===== src/rtl/modport_fifo_pkg.sv =====
// Shared defaults and data type for the write-beat FIFO.
// No ports; imported by the interface, storage array and top.
package fifo_pkg;
   localparam int DATA_W_DEF = 128;
   localparam int DEPTH_DEF  = 16;
   typedef logic [DATA_W_DEF-1:0] fifo_data_t;
endpackage


===== src/rtl/modport_fifo_if.sv =====
// Push/pop bundle between producer, FIFO and consumer.
// master drives wr_en/wr_data/rd_en; slave returns data and status.
interface modport_fifo_if
   import fifo_pkg::*;
#(
   parameter int DATA_W = DATA_W_DEF,
   parameter int DEPTH  = DEPTH_DEF
);
   localparam int ADDR_W = $clog2(DEPTH);

   logic              wr_en;
   logic [DATA_W-1:0] wr_data;
   logic              rd_en;
   logic [DATA_W-1:0] rd_data;
   logic              full;
   logic              empty;
   logic [ADDR_W:0]   count;
   logic              overflow;
   logic              underflow;

   modport master (
      output wr_en, wr_data, rd_en,
      input  rd_data, full, empty, count, overflow, underflow
   );

   modport slave (
      input  wr_en, wr_data, rd_en,
      output rd_data, full, empty, count, overflow, underflow
   );
endinterface


===== src/rtl/modport_fifo_mem.sv =====
// Register array: one write port, one registered read port.
// Ports: clk, rst (sync active-low, clears rdata only), we/waddr/wdata, re/raddr/rdata.
module fifo_mem
   import fifo_pkg::*;
#(
   parameter  int DATA_W = DATA_W_DEF,
   parameter  int DEPTH  = DEPTH_DEF,
   localparam int ADDR_W = $clog2(DEPTH)
) (
   input  logic              clk,
   input  logic              rst,
   input  logic              we,
   input  logic [ADDR_W-1:0] waddr,
   input  logic [DATA_W-1:0] wdata,
   input  logic              re,
   input  logic [ADDR_W-1:0] raddr,
   output logic [DATA_W-1:0] rdata
);
   logic [DATA_W-1:0] mem [DEPTH];

   // Storage is deliberately never cleared.
   always_ff @(posedge clk) begin
      if (we) mem[waddr] <= wdata;
   end

   always_ff @(posedge clk) begin
      if (!rst)    rdata <= '0;
      else if (re) rdata <= mem[raddr];
   end
endmodule


===== src/rtl/modport_fifo.sv =====
// Single-clock FIFO with registered status and one-cycle read latency.
// Ports: clk, rst (sync active-low), bus (slave side of modport_fifo_if).
module modport_fifo
   import fifo_pkg::*;
#(
   parameter  int DATA_W = DATA_W_DEF,
   parameter  int DEPTH  = DEPTH_DEF,
   localparam int ADDR_W = $clog2(DEPTH)
) (
   input logic           clk,
   input logic           rst,
   modport_fifo_if.slave bus
);
   localparam logic [ADDR_W:0] FULL_CNT = (ADDR_W+1)'(DEPTH);

   logic [ADDR_W-1:0] wr_ptr;
   logic [ADDR_W-1:0] rd_ptr;
   logic [ADDR_W:0]   count_q;
   logic [ADDR_W:0]   count_nxt;
   logic              full_q;
   logic              empty_q;
   logic              ovf_q;
   logic              udf_q;
   logic              rd_acc;
   logic              wr_acc;

   // A push while full is admitted only when a pop frees a slot.
   assign rd_acc = bus.rd_en & ~empty_q;
   assign wr_acc = bus.wr_en & (~full_q | rd_acc);

   always_comb begin
      count_nxt = count_q;
      if (wr_acc && !rd_acc)      count_nxt = count_q + 1'b1;
      else if (rd_acc && !wr_acc) count_nxt = count_q - 1'b1;
   end

   always_ff @(posedge clk) begin
      if (!rst) begin
         wr_ptr  <= '0;
         rd_ptr  <= '0;
         count_q <= '0;
         full_q  <= 1'b0;
         empty_q <= 1'b1;
         ovf_q   <= 1'b0;
         udf_q   <= 1'b0;
      end else begin
         if (wr_acc) wr_ptr <= wr_ptr + ADDR_W'(1);
         if (rd_acc) rd_ptr <= rd_ptr + ADDR_W'(1);
         count_q <= count_nxt;
         full_q  <= (count_nxt == FULL_CNT);
         empty_q <= (count_nxt == '0);
         ovf_q   <= bus.wr_en & ~wr_acc;
         udf_q   <= bus.rd_en & empty_q;
      end
   end

   // Gating with rst keeps stray enables during reset out of the array.
   fifo_mem #(
      .DATA_W (DATA_W),
      .DEPTH  (DEPTH)
   ) u_mem (
      .clk   (clk),
      .rst   (rst),
      .we    (wr_acc & rst),
      .waddr (wr_ptr),
      .wdata (bus.wr_data),
      .re    (rd_acc & rst),
      .raddr (rd_ptr),
      .rdata (bus.rd_data)
   );

   assign bus.full      = full_q;
   assign bus.empty     = empty_q;
   assign bus.count     = count_q;
   assign bus.overflow  = ovf_q;
   assign bus.underflow = udf_q;
endmodule


===== src/flat_wrapper.sv =====
// flat-port wrapper written by rule: the top's interface ports become plain ports
module modport_fifo_flat import fifo_pkg::*;
#(
   parameter  int DATA_W = DATA_W_DEF,
   parameter  int DEPTH  = DEPTH_DEF,
   localparam int ADDR_W = $clog2(DEPTH)
)
  (clk, rst, bus_wr_en, bus_wr_data, bus_rd_en, bus_rd_data, bus_full, bus_empty, bus_count, bus_overflow, bus_underflow);
  modport_fifo_if #(.DATA_W(DATA_W), .DEPTH(DEPTH)) bus_i ();
  input logic clk;
  input logic rst;
  input wire logic [$bits(bus_i.wr_en)-1:0] bus_wr_en;
  input wire logic [$bits(bus_i.wr_data)-1:0] bus_wr_data;
  input wire logic [$bits(bus_i.rd_en)-1:0] bus_rd_en;
  output wire logic [$bits(bus_i.rd_data)-1:0] bus_rd_data;
  output wire logic [$bits(bus_i.full)-1:0] bus_full;
  output wire logic [$bits(bus_i.empty)-1:0] bus_empty;
  output wire logic [$bits(bus_i.count)-1:0] bus_count;
  output wire logic [$bits(bus_i.overflow)-1:0] bus_overflow;
  output wire logic [$bits(bus_i.underflow)-1:0] bus_underflow;
  assign bus_i.wr_en = bus_wr_en;
  assign bus_i.wr_data = bus_wr_data;
  assign bus_i.rd_en = bus_rd_en;
  assign bus_rd_data = bus_i.rd_data;
  assign bus_full = bus_i.full;
  assign bus_empty = bus_i.empty;
  assign bus_count = bus_i.count;
  assign bus_overflow = bus_i.overflow;
  assign bus_underflow = bus_i.underflow;
  modport_fifo #(.DATA_W(DATA_W), .DEPTH(DEPTH)) u_core (.clk(clk), .rst(rst), .bus(bus_i));
endmodule

===== config.mk =====
export PLATFORM = sky130hd
export DESIGN_NAME = modport_fifo_flat
export DESIGN_NICKNAME = d
export VERILOG_FILES = /design/src/rtl/modport_fifo_pkg.sv /design/src/rtl/modport_fifo_if.sv /design/src/rtl/modport_fifo_mem.sv /design/src/rtl/modport_fifo.sv /design/src/flat_wrapper.sv
export SDC_FILE = /design/constraint.sdc
export NUM_CORES = 2
export LEC_CHECK = 0
export CAP_MARGIN = 10
export CORE_AREA = 4 4 402 404
export DETAILED_ROUTE_END_ITERATION = 8
export DIE_AREA = 0 0 406 408
export PLACE_DENSITY_LB_ADDON = 0.1
export SYNTH_ARGS = -nofsm -noshare
export SYNTH_HDL_FRONTEND = slang
export SYNTH_HIERARCHICAL = 1
export SYNTH_SLANG_ARGS = --single-unit

===== constraint.sdc =====
create_clock -name clk -period 34.4 [get_ports clk]
set_input_delay 6.88 -clock clk [delete_from_list [all_inputs] [get_ports clk]]
set_output_delay 6.88 -clock clk [all_outputs]
set_load 0.005 [all_outputs]

==> reports/qor.csv <==
stage,metric,value,unit
clock_tree,"Clk pin slew, worst setup/hold paths",60,ps
global_route,first-pass GRT wire length,289000,um
routing,drt wl/cell,27.6,um
global_route,antenna violations before repair,20,
setup_path,"Max stage delay cell, worst path",nor2_4,
yosys,YS warnings,6,
final_layout,share of layout cells above drive strength 1,0.106,
yosys,fraction of registers with async set/reset,0,
yosys,"count leader, synth",edfxtp_1,
setup_path,most frequent CP cell,buf_4,
power,Power Total,5.64,mW
power,Peak VDD IR,0.0493,mV
yosys,Commonest cells post-synth,"edfxtp_1, mux2i_1, nand2_1, a22oi_1, nand3_1",
timing,Least-Margin Pin Slew,1200,ps
floorplanning,I/O pin count,269,
place,Final HPWL DP,99800,um
setup_path,r2r setup slk,29150,ps
setup_path,Critical R2R Launch,u_core/bus.empty$_SDFF_PN1_,
timing,Hold Fails Final Rpt,0,
global_route,Total GRT Usage,0.237,
final_layout,Sequential Area,64400,um^2
timing,Slew Limit Fails,0,
clock_tree,CTS Buffer Depth,3,
routing,final WL,197000,um
floorplanning,die area,166000,um^2
timing,RSZ-0062 raised after global routing,no,
yosys,Synth Cell Area,83300,um^2
clock_tree,Clock Latency Late Sink,810,ps
setup_path,Critical Path Sink Type,register,
setup_path,critical path peak fanout,51,
final_layout,final core occ,0.601,
power,Logic pwr share,0.070,
outcome,failing checks,antenna rules,
floorplanning,num rows,146,
timing,worst clock skew,28.6,ps
clock_tree,CTS root buf,clkbuf_16,
min_path,Hold Path Sink,u_core/u_mem/rdata[83]$_SDFFE_PN0P_,
place,Post-DP Area,87900,um^2
power,Reg power frac,0.527,
yosys,"EDFF count, synth",2048,
floorplanning,starting density of the core,0.528,
final_layout,Nets,4982,
timing,max_slew headroom,0.199,
power,Clk pwr share,0.403,
global_route,largest net degree at the start of global routing,134,
power,Psw,1.21,mW
min_path,Hold Path Class,reg -> reg,
power,leakage power,29.5,nW
yosys,Synth Net Count,4680,
yosys,Cell variety after synth,48,
yosys,Synth Register Bits,2193,
setup_path,startpoint type of the worst setup path,input pin,
setup_path,"Largest stage delay, worst path",930,ps
yosys,area share of the largest cell type after synthesis,0.738,
clock_tree,cts repair resizes,0,
clock_tree,Post-CTS Hold Fix Bufs,0,
timing,setup TNS,0,ps
timing,crit share post-route,0.332,
yosys,Post-synth top flop,edfxtp_1,
setup_path,FF-to-FF End,u_core/u_mem/mem[3][28]$_DFFE_PP_,
final_layout,Syn-to-layout area delta,13.8,%
routing,drt first-iter violations,3513,
power,Internal Power,4.43,mW
yosys,"top cells by area, synth","edfxtp_1, mux2i_1, dfxtp_1",
yosys,mean post-synth cell area,18.3,um^2
clock_tree,CTS tree,built,
power,switching portion of total power,0.214,
clock_tree,TritonCTS Buffers,216,
final_layout,Non-Filler Instances,7123,
timing,min cycle time layout,11410,ps
setup_path,Register-to-Register Path Depth,7,
clock_tree,CTS Sinks,2193,
final_layout,Multi-input gate area,17500,um^2
routing,1st-pass router iterations,6,
setup_path,Crit path required time,34820,ps
setup_path,WP buf/inv,3,
power,Power Density,59.4,nW/um^2
clock_tree,Post-CTS Setup Repair Bufs,0,
global_route,vias in the first global route,42586,
place,Placed Cells,6700,
setup_path,crit path kind,in -> reg,
setup_path,critical-path cell list,"clkdlybuf4s50_1, nand2b_1, a21boi_1, and2_1, or3b_2, nor2_4, buf_4, buf_4",
routing,drc violations,0,
final_layout,Fill cells,11659,
setup_path,WP data arrival,11830,ps
global_route,global route total overflow,0,
timing,max frequency,87.6,MHz
outcome,status,"finished, violations left",
clock_tree,CTS H-tree depth,4,
place,placer congestion estimate,0.744,
routing,routed via count,42540,
routing,Final ANT Viol Nets,1,
routing,Via density,5.97,
yosys,post-synthesis instance total,4544,
place,# port buffers,268,
setup_path,"delay-heaviest family, CP",buffers and inverters,
floorplanning,Core Area,158000,um^2
yosys,Yosys top cell by area,edfxtp_1,
job,max-capacitance violation count,0,
yosys,sequential fraction of the synthesis area,0.773,
floorplanning,die width,406,um
timing,endpoints failing setup,0,
min_path,worst hold stages,2,
final_layout,final instance area,94900,um^2
min_path,min-delay src,u_core/u_mem/rdata[83]$_SDFFE_PN0P_,
floorplanning,Die Y,408,um
-- worst min-delay path, cell delays in order, from the launching register on --
cell     delay [ps]
dfxtp_1         330
nand2_1          50
nand3_1          50
-- power by group through the flow --
stage | Combinational (mW) | Clock [mW] | Sequential [mW]
final | 0.394 | 2.27 | 2.97
after global routing | 0.422 | 2.44 | 2.98
after CTS | 0.397 | 2.32 | 2.97
after detailed placement | 0.395 | 0 | 3.03
after global placement | 0.391 | 0 | 3.03
after floorplan | 0.264 | 0 | 3.02
-- cell families (layout without fill, tap and decap cells) --
kind of cell             after synthesis  count (layout)  synth area share
AO/OA/AOI/OAI                        520             520            0.0425
XOR/XNOR                               9               9          0.000946
adder cells (fa/ha/maj)                4               4          0.000601
buffers and inverters                266             759            0.0193
flip-flops                          2193            2193             0.773
multiplexers                         976             976             0.133
other                                  0              14                 0
AND/OR/NAND/NOR                      576             576            0.0312
-- placed cells by master (no fill, tap or decap), types with 62 or more instances in the layout --
cell type	n
edfxtp_1	2048
mux2i_1	874
nand2_1	277
a22oi_1	268
clkdlybuf4s50_1	267
nand3_1	234
clkbuf_16	222
a21oi_1	143
dfxtp_1	142
mux4_2	102
buf_4	70
clkbuf_1	62
-- layout make-up --
type	count	share of cell area
Timing Repair Buffer	347	0.0359
Inverter	3	0.000119
Clock inverter	104	0.00888
Tap cell	2072	0.0273
Clock buffer	305	0.0641
Sequential cell	2193	0.679
Multi-Input combinational cell	2085	0.184
Antenna cell	14	0.000369
-- worst max path at each step --
| stage | from | endpoint | cells past startpoint |
|---|---|---|---|
| final | bus_rd_en | u_core/u_mem/mem[3][28]$_DFFE_PP_ | 8 |
| after detailed placement | bus_rd_en | u_core/u_mem/mem[3][61]$_DFFE_PP_ | 8 |
| after CTS | bus_rd_en | u_core/u_mem/mem[3][22]$_DFFE_PP_ | 8 |
| after global routing | bus_rd_en | u_core/u_mem/mem[3][29]$_DFFE_PP_ | 8 |
| after global placement | bus_rd_en | u_core/u_mem/mem[3][22]$_DFFE_PP_ | 8 |
| after floorplan | bus_rd_en | u_core/u_mem/mem[0][0]$_DFFE_PP_ | 6 |
-- stage by stage --
stage	setup WS [ps]	hold WS, ps
global route	22810	485
finish	22990	456
global placement	22170	442
detailed placement	22130	448
CTS	22980	461
floorplan	16880	450
-- sequential cells by signal, indices dropped and copies added, names as in the netlist --
signal	cells
u_core/bus.empty	1
u_core/wr_ptr	4
u_core/u_mem/rdata	128
u_core/rd_ptr	4
u_core/u_mem/mem	2048
u_core/bus.overflow	1
u_core/bus.underflow	1
u_core/bus.full	1
u_core/bus.count	5
-- routing by layer --
metal  track usage  part of all wire
met2         0.387              0.49
met4        0.0653             0.025
met3        0.0382             0.056
met1         0.334              0.43
met5             0           0.00027
Note: power is estimated with default switching activity, not from simulation.
